File: src/rtl/conv33_pkg.sv
// conv33 requant shared constants and round-shift-saturate helper.
// Define CONV33_RELU_EN to clip negative results to zero before clamping.
package conv33_pkg;

  localparam int C_SHIFT      = 8;
  localparam int C_CH_NUM     = 16;
  localparam int C_PIX_PER_CH = 676;
  localparam int RQ_W         = 48;

  typedef struct packed {
    logic signed [RQ_W-1:0] q;
    logic                   sat;
  } rq_t;

  function automatic rq_t rq_sat(
    input logic signed [RQ_W-1:0] v,
    input int                     sh,
    input int                     ow
  );
    logic signed [RQ_W-1:0] half;
    logic signed [RQ_W-1:0] r;
    logic signed [RQ_W-1:0] hi;
    logic signed [RQ_W-1:0] lo;
    rq_t o;
    half = RQ_W'(1) << (sh - 1);
    hi   = (RQ_W'(1) << (ow - 1)) - RQ_W'(1);
    lo   = ~hi;
    r    = (v + half) >>> sh;
`ifdef CONV33_RELU_EN
    if (r[RQ_W-1]) r = '0;
`else
    r = r;
`endif
    o.sat = (r > hi) || (r < lo);
    if (r > hi)      o.q = hi;
    else if (r < lo) o.q = lo;
    else             o.q = r;
    return o;
  endfunction

endpackage

File: src/rtl/conv33_requant_unit.sv
// Bias add and requantisation datapath, two pipeline stages.
// Owns the per-channel bias table.
module conv33_requant_unit
  import conv33_pkg::*;
#(
  parameter int IN_WIDTH  = 32,
  parameter int OUT_WIDTH = 8,
  parameter int SHIFT     = C_SHIFT,
  parameter int CH_NUM    = C_CH_NUM,
  parameter int CW        = $clog2(CH_NUM)
) (
  input  logic                       clk,
  input  logic                       rst,
  input  logic                       i_valid,
  input  logic signed [IN_WIDTH-1:0] i_data,
  input  logic [CW-1:0]              i_ch,
  input  logic                       i_chan_end,
  input  logic                       i_frame_end,
  input  logic                       i_bias_we,
  input  logic [CW-1:0]              i_bias_addr,
  input  logic signed [IN_WIDTH-1:0] i_bias_data,
  output logic                       o_s1_valid,
  output logic                       o_valid,
  output logic [OUT_WIDTH-1:0]       o_q,
  output logic                       o_sat,
  output logic                       o_chan_end,
  output logic                       o_last
);

  logic signed [IN_WIDTH-1:0] r_bias [CH_NUM];
  logic signed [IN_WIDTH:0]   r_sum;
  logic                       r_s1_ce;
  logic                       r_s1_fe;
  logic signed [IN_WIDTH-1:0] w_bias;
  logic signed [RQ_W-1:0]     w_ext;
  rq_t                        w_rq;

  assign w_bias = r_bias[i_ch];
  assign w_ext  = {{(RQ_W-IN_WIDTH-1){r_sum[IN_WIDTH]}}, r_sum};
  assign w_rq   = rq_sat(w_ext, SHIFT, OUT_WIDTH);

  // Table read is combinational, so a same-cycle write is seen next sample.
  always_ff @(posedge clk or negedge rst) begin
    if (!rst) begin
      for (int i = 0; i < CH_NUM; i++) r_bias[i] <= '0;
    end else if (i_bias_we) begin
      r_bias[i_bias_addr] <= i_bias_data;
    end
  end

  always_ff @(posedge clk or negedge rst) begin
    if (!rst) begin
      o_s1_valid <= 1'b0;
      r_sum      <= '0;
      r_s1_ce    <= 1'b0;
      r_s1_fe    <= 1'b0;
    end else begin
      o_s1_valid <= i_valid;
      if (i_valid) begin
        r_sum   <= {i_data[IN_WIDTH-1], i_data} +
                   {w_bias[IN_WIDTH-1], w_bias};
        r_s1_ce <= i_chan_end;
        r_s1_fe <= i_frame_end;
      end
    end
  end

  always_ff @(posedge clk or negedge rst) begin
    if (!rst) begin
      o_valid    <= 1'b0;
      o_q        <= '0;
      o_sat      <= 1'b0;
      o_chan_end <= 1'b0;
      o_last     <= 1'b0;
    end else begin
      o_valid <= o_s1_valid;
      if (o_s1_valid) begin
        o_q        <= w_rq.q[OUT_WIDTH-1:0];
        o_sat      <= w_rq.sat;
        o_chan_end <= r_s1_ce;
        o_last     <= r_s1_fe;
      end
    end
  end

endmodule

File: src/rtl/conv33_requant_pack.sv
// conv33 requant/pack top: position counters, lane packing, output word.
// ReLU variant selected by CONV33_RELU_EN inside conv33_pkg.
module conv33_requant_pack
  import conv33_pkg::*;
#(
  parameter int IN_WIDTH   = 32,
  parameter int OUT_WIDTH  = 8,
  parameter int PACK       = 4,
  parameter int SHIFT      = C_SHIFT,
  parameter int CH_NUM     = C_CH_NUM,
  parameter int PIX_PER_CH = C_PIX_PER_CH
) (
  input  logic                          clk,
  input  logic                          rst,
  input  logic                          in_valid,
  input  logic signed [IN_WIDTH-1:0]    in_data,
  input  logic                          bias_wr_en,
  input  logic [$clog2(CH_NUM)-1:0]     bias_wr_addr,
  input  logic signed [IN_WIDTH-1:0]    bias_wr_data,
  output logic                          out_valid,
  output logic [PACK*OUT_WIDTH-1:0]     out_data,
  output logic                          out_last,
  output logic                          out_sat,
  output logic                          busy
);

  localparam int PW = $clog2(PIX_PER_CH);
  localparam int CW = $clog2(CH_NUM);
  localparam int LW = $clog2(PACK);
  localparam int WW = PACK * OUT_WIDTH;

  logic [PW-1:0]        r_pix;
  logic [CW-1:0]        r_ch;
  logic                 r_open;
  logic                 w_chan_end;
  logic                 w_frame_end;
  logic                 w_s1_v;
  logic                 w_s2_v;
  logic [OUT_WIDTH-1:0] w_q;
  logic                 w_sat;
  logic                 w_s2_ce;
  logic                 w_s2_last;
  logic [LW-1:0]        r_lane;
  logic [WW-1:0]        r_pack;
  logic                 r_psat;
  logic                 r_fin_v;
  logic [WW-1:0]        r_fin_word;
  logic                 r_fin_sat;
  logic                 r_fin_last;
  logic [WW-1:0]        w_word;
  logic                 w_emit;

  assign w_chan_end  = (r_pix == PW'(PIX_PER_CH - 1));
  assign w_frame_end = w_chan_end && (r_ch == CW'(CH_NUM - 1));

  conv33_requant_unit #(
    .IN_WIDTH  (IN_WIDTH),
    .OUT_WIDTH (OUT_WIDTH),
    .SHIFT     (SHIFT),
    .CH_NUM    (CH_NUM),
    .CW        (CW)
  ) u_rq (
    .clk         (clk),
    .rst         (rst),
    .i_valid     (in_valid),
    .i_data      (in_data),
    .i_ch        (r_ch),
    .i_chan_end  (w_chan_end),
    .i_frame_end (w_frame_end),
    .i_bias_we   (bias_wr_en),
    .i_bias_addr (bias_wr_addr),
    .i_bias_data (bias_wr_data),
    .o_s1_valid  (w_s1_v),
    .o_valid     (w_s2_v),
    .o_q         (w_q),
    .o_sat       (w_sat),
    .o_chan_end  (w_s2_ce),
    .o_last      (w_s2_last)
  );

  always_ff @(posedge clk or negedge rst) begin
    if (!rst) begin
      r_pix  <= '0;
      r_ch   <= '0;
      r_open <= 1'b0;
    end else if (in_valid) begin
      r_open <= !w_frame_end;
      if (w_chan_end) begin
        r_pix <= '0;
        r_ch  <= w_frame_end ? '0 : r_ch + CW'(1);
      end else begin
        r_pix <= r_pix + PW'(1);
      end
    end
  end

  always_comb begin
    w_word = r_pack;
    w_word[r_lane*OUT_WIDTH +: OUT_WIDTH] = w_q;
  end

  assign w_emit = w_s2_ce || (r_lane == LW'(PACK - 1));

  always_ff @(posedge clk or negedge rst) begin
    if (!rst) begin
      r_lane     <= '0;
      r_pack     <= '0;
      r_psat     <= 1'b0;
      r_fin_v    <= 1'b0;
      r_fin_word <= '0;
      r_fin_sat  <= 1'b0;
      r_fin_last <= 1'b0;
    end else begin
      r_fin_v <= w_s2_v && w_emit;
      if (w_s2_v) begin
        if (w_emit) begin
          r_lane     <= '0;
          r_pack     <= '0;
          r_psat     <= 1'b0;
          r_fin_word <= w_word;
          r_fin_sat  <= r_psat | w_sat;
          r_fin_last <= w_s2_last;
        end else begin
          r_lane <= r_lane + LW'(1);
          r_pack <= w_word;
          r_psat <= r_psat | w_sat;
        end
      end
    end
  end

  always_ff @(posedge clk or negedge rst) begin
    if (!rst) begin
      out_valid <= 1'b0;
      out_data  <= '0;
      out_last  <= 1'b0;
      out_sat   <= 1'b0;
    end else begin
      out_valid <= r_fin_v;
      out_last  <= r_fin_v && r_fin_last;
      out_sat   <= r_fin_v && r_fin_sat;
      if (r_fin_v) out_data <= r_fin_word;
    end
  end

  // Open frame at the input, or samples still in flight before the output.
  assign busy = r_open | w_s1_v | w_s2_v | r_fin_v;

endmodule

File: config.mk
export PLATFORM = sky130hd
export DESIGN_NAME = conv33_requant_pack
export DESIGN_NICKNAME = d
export VERILOG_FILES = /design/src/rtl/conv33_pkg.sv /design/src/rtl/conv33_requant_unit.sv /design/src/rtl/conv33_requant_pack.sv
export SDC_FILE = /design/constraint.sdc
export NUM_CORES = 1
export LEC_CHECK = 0
export CORE_UTILIZATION = 56
export CTS_CLUSTER_DIAMETER = 150
export DETAILED_ROUTE_END_ITERATION = 12
export GPL_TIMING_DRIVEN = 0
export MAX_ROUTING_LAYER = met4
export PLACE_DENSITY = 0.75
export SLEW_MARGIN = 25
export SYNTH_ARGS = -nofsm -noshare
export SYNTH_HDL_FRONTEND = slang
export SYNTH_SLANG_ARGS = --single-unit
File: constraint.sdc
create_clock -name clk -period 5.3 [get_ports clk]
set_clock_uncertainty 0.15 [all_clocks]
set_input_delay 0.53 -clock clk [delete_from_list [all_inputs] [get_ports clk]]
set_output_delay 0.53 -clock clk [all_outputs]
set_load 0.02 [all_outputs]
==> results of run 1 <==
==> registers in the layout, indices dropped and copies added (netlist names), 4 cells and up <==
register	flops
out_data	32
r_ch	4
r_fin_word	32
r_pack	32
r_pix	10
u_rq.o_q	8
u_rq.r_bias	512
u_rq.r_sum	26
==> cells by family after synthesis <==
kind of cell    count (synthesis)  share of synthesized area (%)
fa+ha+maj                      39                          1.546
flops                         673                          53.36
compound gates                224                          5.071
mux                           733                          31.73
simple gates                  321                          5.055
xor+xnor                       38                          1.055
buf+inv                       182                          2.185
==> Yosys cell counts, drive strengths merged (5+ instances only) <==
cell,count,share of area [%]
mux2,568,20
dfrtp,673,53
o21ai,34,0.54
mux2i,8,0.25
clkbuf,122,1.5
a211oi,9,0.23
nand2,65,0.79
a21o,15,0.36
nand3b,5,0.12
o21a,10,0.24
nor4,7,0.14
xor2,18,0.50
and2,17,0.34
or4,5,0.13
xnor2,20,0.56
nand3,29,0.48
nor3,18,0.30
o21bai,11,0.26
a221oi,34,0.94
nor2b,7,0.14
mux4,157,11
nand4,13,0.26
ha,39,1.5
a22o,24,0.67
nor2,106,1.3
inv,12,0.14
nand2b,12,0.24
or2,6,0.12
buf,43,0.53
a31oi,6,0.12
a21oi,43,0.68
clkinv,5,0.059
and3,10,0.20
==> what timing repair did <==
action                                 in CTS  in global routing
endpoints found under the hold margin      49                  0
hold buffers                                1                  0
resized for setup                          48                 29
setup endpoints to repair                  25                 13
gates cloned                                0                  0
==> power by group through the flow <==
stage	logic [mW]	clock network (mW)	registers, mW
after floorplan	2.55	0	7.24
after global placement	3.64	0	7.29
after detailed placement	3.80	0	7.35
after CTS	3.83	5.12	7.27
after global routing	4.16	5.32	7.44
final	3.83	5.04	7.29
==> layout make-up <==
cell class	instances	area, sq um	area share [%]
inverter	17	63.81	0.1756
antenna	2	5.005	0.01378
buffer	163	710.7	1.956
sequential	673	16840	46.36
multi-input combinational	1355	14070	38.73
timing repair buffer	116	1306	3.595
clock inverter	20	195.2	0.5372
tap	748	935.9	2.576
clock buffer	110	2198	6.051
==> layer usage <==
metal	part of all wire, %	global-route usage, %	vias to the layer above	routed length [um]
met2	50	46.35	502	38600
met1	44	39.24	10580	34120
li1	-	-	8635	-
met4	2.0	8.236	0	1555
met5	0	-	-	0
met3	4.7	4.322	108	3633
==> worst max path at each step <==
stage                             to  slack (ns)  startpoint  cells after the start
floorplan             u_rq.r_sum[29]        0.28     r_ch[0]                     15
global placement    u_rq.r_bias[146]      -24.52         rst                      1
detailed placement    u_rq.r_sum[31]       -1.17     r_ch[1]                     17
CTS                   u_rq.r_sum[31]       0.006     r_ch[1]                     14
global route          u_rq.r_sum[28]        0.02     r_ch[0]                     15
finish                u_rq.r_sum[31]        0.16     r_ch[0]                     14
==> metrics by stage <==
| step | total power [mW] | instances | hold slack [ns] |
|---|---|---|---|
| final | 16.16 | 3204 | 0.2236 |
| after global routing | 16.92 | 3204 | 0.2330 |
| after CTS | 16.22 | 3202 | 0.2288 |
| after detailed placement | 11.15 | 3073 | 0.2137 |
| after global placement | 10.94 | 3065 | 0.2068 |
| after floorplan | 9.793 | 2210 | 0.08441 |
==> impl_metrics.toml, run 1 <==
[timing]
setup_viol = 0
rsz0062_at_grt = "no"
finalHoldViolCount = 0
fin_crit_ns = 5.144
clock.fmax_mhz = 194.4
relSlewSlack_pct = 30.73
worstMarginPinSlew_ns = 1.039
tns_ns = 0
period_share_pct = 97.05
slew_violations = 0
fin_ws_ns = 0.1562

[power_and_ir_drop]
pwr-share-clk_pct = 31.2
power_switching_mw = 4.604
power.leakage_nw = 15.14
powerDensity_nw_per_um2 = 444.7
p_sw_share_pct = 28.50
pwr-share-comb_pct = 23.7
power_frac_seq_pct = 45.1
internal_power_mw = 11.55
vdd_drop_max_mv = 0.2672

[synth]
yosysWarnings = 0
syn_nets = 2321
netlist_instances = 2210
ys.flop_type = "dfrtp_1"
syn_avg_cell_area_sq_um = 14.28
synth_cell_types = 72
ys_seq_elements = 673
ys_seq_area_share_pct = 53.36
async_reset_ff_share_pct = 100.0
netlist_area_sq_um = 31560
synth_edf_count = 0

[drt]
ant_nets = 0
wl_per_cell_um = 24.32
vias_per_cell = 6.189
drc = 0
vias = 19830
dr.pass1.iters = 5
finalWirelength_mm = 77.91
drt_iter0_drc = 1424

[critical_path]
cp.required_ns = 5.65
timing.rr.end = "u_rq.r_sum[31]"
r2r_start = "r_ch[0]"
regToRegSetupSlack_ns = 0.16
cp_top_family = "multiplexers"
critPathMaxStageDelay_ns = 0.58
reg2reg_depth = 14
critPathMostFrequentCell = "mux4_2"
start_kind = "flop"
cp-end-kind = "flop"
crit_buf_inv = 2
slowest_stage = "mux4_2"
path_max_fanout = 10
cp_data_arrival_time_ns = 5.49
critical_path_class = "reg -> reg"
cp_cell_sequence = "clkbuf_2 > buf_2 > mux4_2 > mux4_2 > ha_1 > nand2_1 > o21ai_0 > nor2_1 > o21bai_1 > o2111ai_1 > a211oi_2 > o22ai_1 > xnor2_1 > mux2_2"

[final_layout]
mostFrequentLayoutCell = "dfrtp_1"
fillers = 3948
layout_common_cells = "671 x dfrtp_1, 568 x mux2_2, 157 x mux4_2"
design_area_sq_um = 36330
area_growth_syn_to_layout_pct = 15.12
final_core_util_pct = 65.56
fin_nets = 2509
layout-drive-gt1-share_pct = 36.92

[clocking]
cts.clk_slew.worst_paths_ns = 0.06
post_cts_buffers = 0
clock_path_buffers = 3
numCtsBuffers = 72
cts.htree.levels = 3
cts_root_buf = "clkbuf_16"
cts_tree = "built"
cts_num_sinks = 673
clk-insertion-delay-late_ns = 0.62

[place]
port-buffer-count = 107
place_area_sq_um = 33810
place_congestion = 0.9293
hpwl_mm = 54.41
pre_cts_slack_ns = -1.166

[die]
fp.dieH_um = 239.4
die_w_um = 239.4
rows = 86
ioPinCount = 108
core_area_sq_um = 55420
start_util_pct = 56.95
die_area_sq_um = 57310

[min_path]
hold_path.class = "reg -> reg"
hp-start = "u_rq.o_s1_valid"
hold_path_depth = 0
whs_endpoint = "u_rq.o_valid"

[global_routing]
grt_max_degree = 97
overflow = 0
antenna_found_initial = 2
track_usage_pct = 29.11
grt_pass1_vias = 20920
grt_pass1_wl_mm = 122.4

[status]
status = "completed"

[job]
cap_violations = 0
Note: power is estimated with default switching activity, not from simulation.
==> inputs of run 2 (changes only) <==
--- a/config.mk
+++ b/config.mk
@@ -10,7 +10,7 @@
 export DETAILED_ROUTE_END_ITERATION = 12
 export GPL_TIMING_DRIVEN = 0
 export MAX_ROUTING_LAYER = met4
-export PLACE_DENSITY = 0.75
+export PLACE_DENSITY = 0.83
 export SLEW_MARGIN = 25
 export SYNTH_ARGS = -nofsm -noshare
 export SYNTH_HDL_FRONTEND = slang
==> run 2 against run 1 <==
Effect of this change:
- register-to-register slack about the same
- clock power increased by 1%
- routed wire length is 3.4% higher
- sequential power up 0.5%
- utilization about the same
- final cell count is essentially flat
- combinational power is essentially flat
- sequential cell count unchanged
- critical path type unchanged
- largest power group unchanged
==> impl_metrics.toml, run 2 (synthesis gave the netlist of run 1 again) <==
[status]
status = "completed"

[die]
ioPinCount = 108
die_w_um = 239.4
die_area_sq_um = 57310
start_util_pct = 56.95
rows = 86
fp.dieH_um = 239.4
core_area_sq_um = 55420

[critical_path]
cp_top_family = "compound AO/OA/AOI/OAI gates"
crit_buf_inv = 4
start_kind = "flop"
cp-end-kind = "flop"
cp_cell_sequence = "clkbuf_2 > clkbuf_4 > buf_2 > mux4_2 > mux4_2 > ha_1 > clkbuf_1 > a21oi_1 > o21ai_0 > o21ai_0 > a31oi_2 > o2111ai_1 > a211oi_1 > o22ai_1 > xnor2_1 > mux2_2"
cp_data_arrival_time_ns = 5.49
path_max_fanout = 10
slowest_stage = "mux4_2"
critPathMaxStageDelay_ns = 0.56
critical_path_class = "reg -> reg"
cp.required_ns = 5.64

[timing]
worstMarginPinSlew_ns = 1.047
period_share_pct = 97.19
fin_crit_ns = 5.151
tns_ns = 0
rsz0062_at_grt = "no"
relSlewSlack_pct = 30.18
slew_violations = 0
setup_viol = 0
finalHoldViolCount = 0
clock.fmax_mhz = 194.1

[final_layout]
mostFrequentLayoutCell = "dfrtp_1"
final_core_util_pct = 65.55
multi_input_area_sq_um = 14060
fillers = 3789
fin_nets = 2507
largest_reg_flops = 512
layout_common_cells = "671 x dfrtp_1, 568 x mux2_2, 157 x mux4_2"
fin_cells = 3206
area_growth_syn_to_layout_pct = 15.11
regArea_sq_um = 16840
design_area_sq_um = 36330
largest-register = "u_rq.r_bias"
layout-drive-gt1-share_pct = 36.96

[min_path]
hold_path.class = "reg -> reg"

[clocking]
cts.clk_slew.worst_paths_ns = 0.06
cts.htree.levels = 3
numCtsBuffers = 71
cts_tree = "built"
clock_path_buffers = 3
cts_root_buf = "clkbuf_16"
post_cts_buffers = 0
cts_num_sinks = 673
clk-insertion-delay-late_ns = 0.63

[drt]
wl_per_cell_um = 25.12
dr.pass1.iters = 5
drc = 0
finalWirelength_mm = 80.55
vias = 20370
vias_per_cell = 6.355
drt_iter0_drc = 1809
ant_nets = 0

[global_routing]
antenna_found_initial = 3
grt_max_degree = 105
grt_pass1_vias = 21720
overflow = 0
track_usage_pct = 30.09
grt_pass1_wl_mm = 126.2

[power_and_ir_drop]
vdd_drop_max_mv = 0.2950
powerDensity_nw_per_um2 = 448.4
power.leakage_nw = 15.15
total_power_mw = 16.29

[place]
place_congestion = 0.8837
port-buffer-count = 107
place_area_sq_um = 33780
hpwl_mm = 54.42
placed_cells = 3072

[job]
cap_violations = 0
## run 2: changes by cell type in the layout (fill, tap and decap cells not counted), moves of 3 or more
cell / change
inv_16: +3
clkbuf_4: -4
clkinv_2: +5
buf_4: +3
clkbuf_16: -4
clkbuf_1: -3
clkbuf_8: -3
## run 2: worst register-to-register path, delay by kind of cell (launching register included)
family	cells	cell delay (ns)
AO/OA/AOI/OAI	7	1.51
buffers and inverters	4	1.21
multiplexers	3	1.18
flip-flops	1	0.51
adder cells (fa/ha/maj)	1	0.30
XOR/XNOR	1	0.16
## run 2: layout make-up
| type | instances | area share (%) |
|---|---|---|
| sequential | 673 | 46.37 |
| multi-input combinational | 1355 | 38.71 |
| clock buffer | 99 | 5.621 |
| timing repair buffer | 115 | 3.520 |
| tap | 748 | 2.576 |
| buffer | 163 | 1.929 |
| clock inverter | 32 | 1.075 |
| inverter | 17 | 0.1757 |
| antenna | 4 | 0.02755 |
## run 2: layer usage
metal / vias up / global-route usage (%) / wire [um]
met5: - / - / 0
met4: 0 / 9.013 / 2050
met3: 147 / 6.615 / 5659
met2: 777 / 48.14 / 40080
met1: 10840 / 38.66 / 32750
li1: 8615 / - / -
## run 2: final timing paths
kind,endpoint,start,slack [ns],depth (start not counted)
setup / recovery,u_rq.r_sum[31],r_ch[1],0.15,16
hold / removal,out_valid,r_fin_v,0.22,0
setup reg to reg,u_rq.r_sum[31],r_ch[1],0.15,16
hold reg to reg,out_valid,r_fin_v,0.22,0
max in group asynchronous,u_rq.r_bias[308],rst,2.95,5
min in group asynchronous,r_pack[12],rst,0.26,2
## run 2: through the flow
step	worst slack (ns)	hold WS, ns
after floorplan	0.2830	0.08441
after global placement	-24.01	0.2096
after detailed placement	-1.169	0.2089
after CTS	0.05063	0.2206
after global routing	0.004240	0.2397
final	0.1490	0.2226
## run 2: power by group
| group | switching (mW) | total, mW | internal (mW) |
|---|---|---|---|
| logic | 1.80 | 3.85 | 2.05 |
| registers | 0.838 | 7.33 | 6.49 |
| clock network | 2.13 | 5.11 | 2.98 |
## run 2: what timing repair did
action | in CTS | in global routing
hold buffers | 1 | 0
endpoints found under the hold margin | 46 | 0
pin swaps | 0 | 1
setup endpoints to repair | 24 | 6
gates resized for setup | 45 | 8
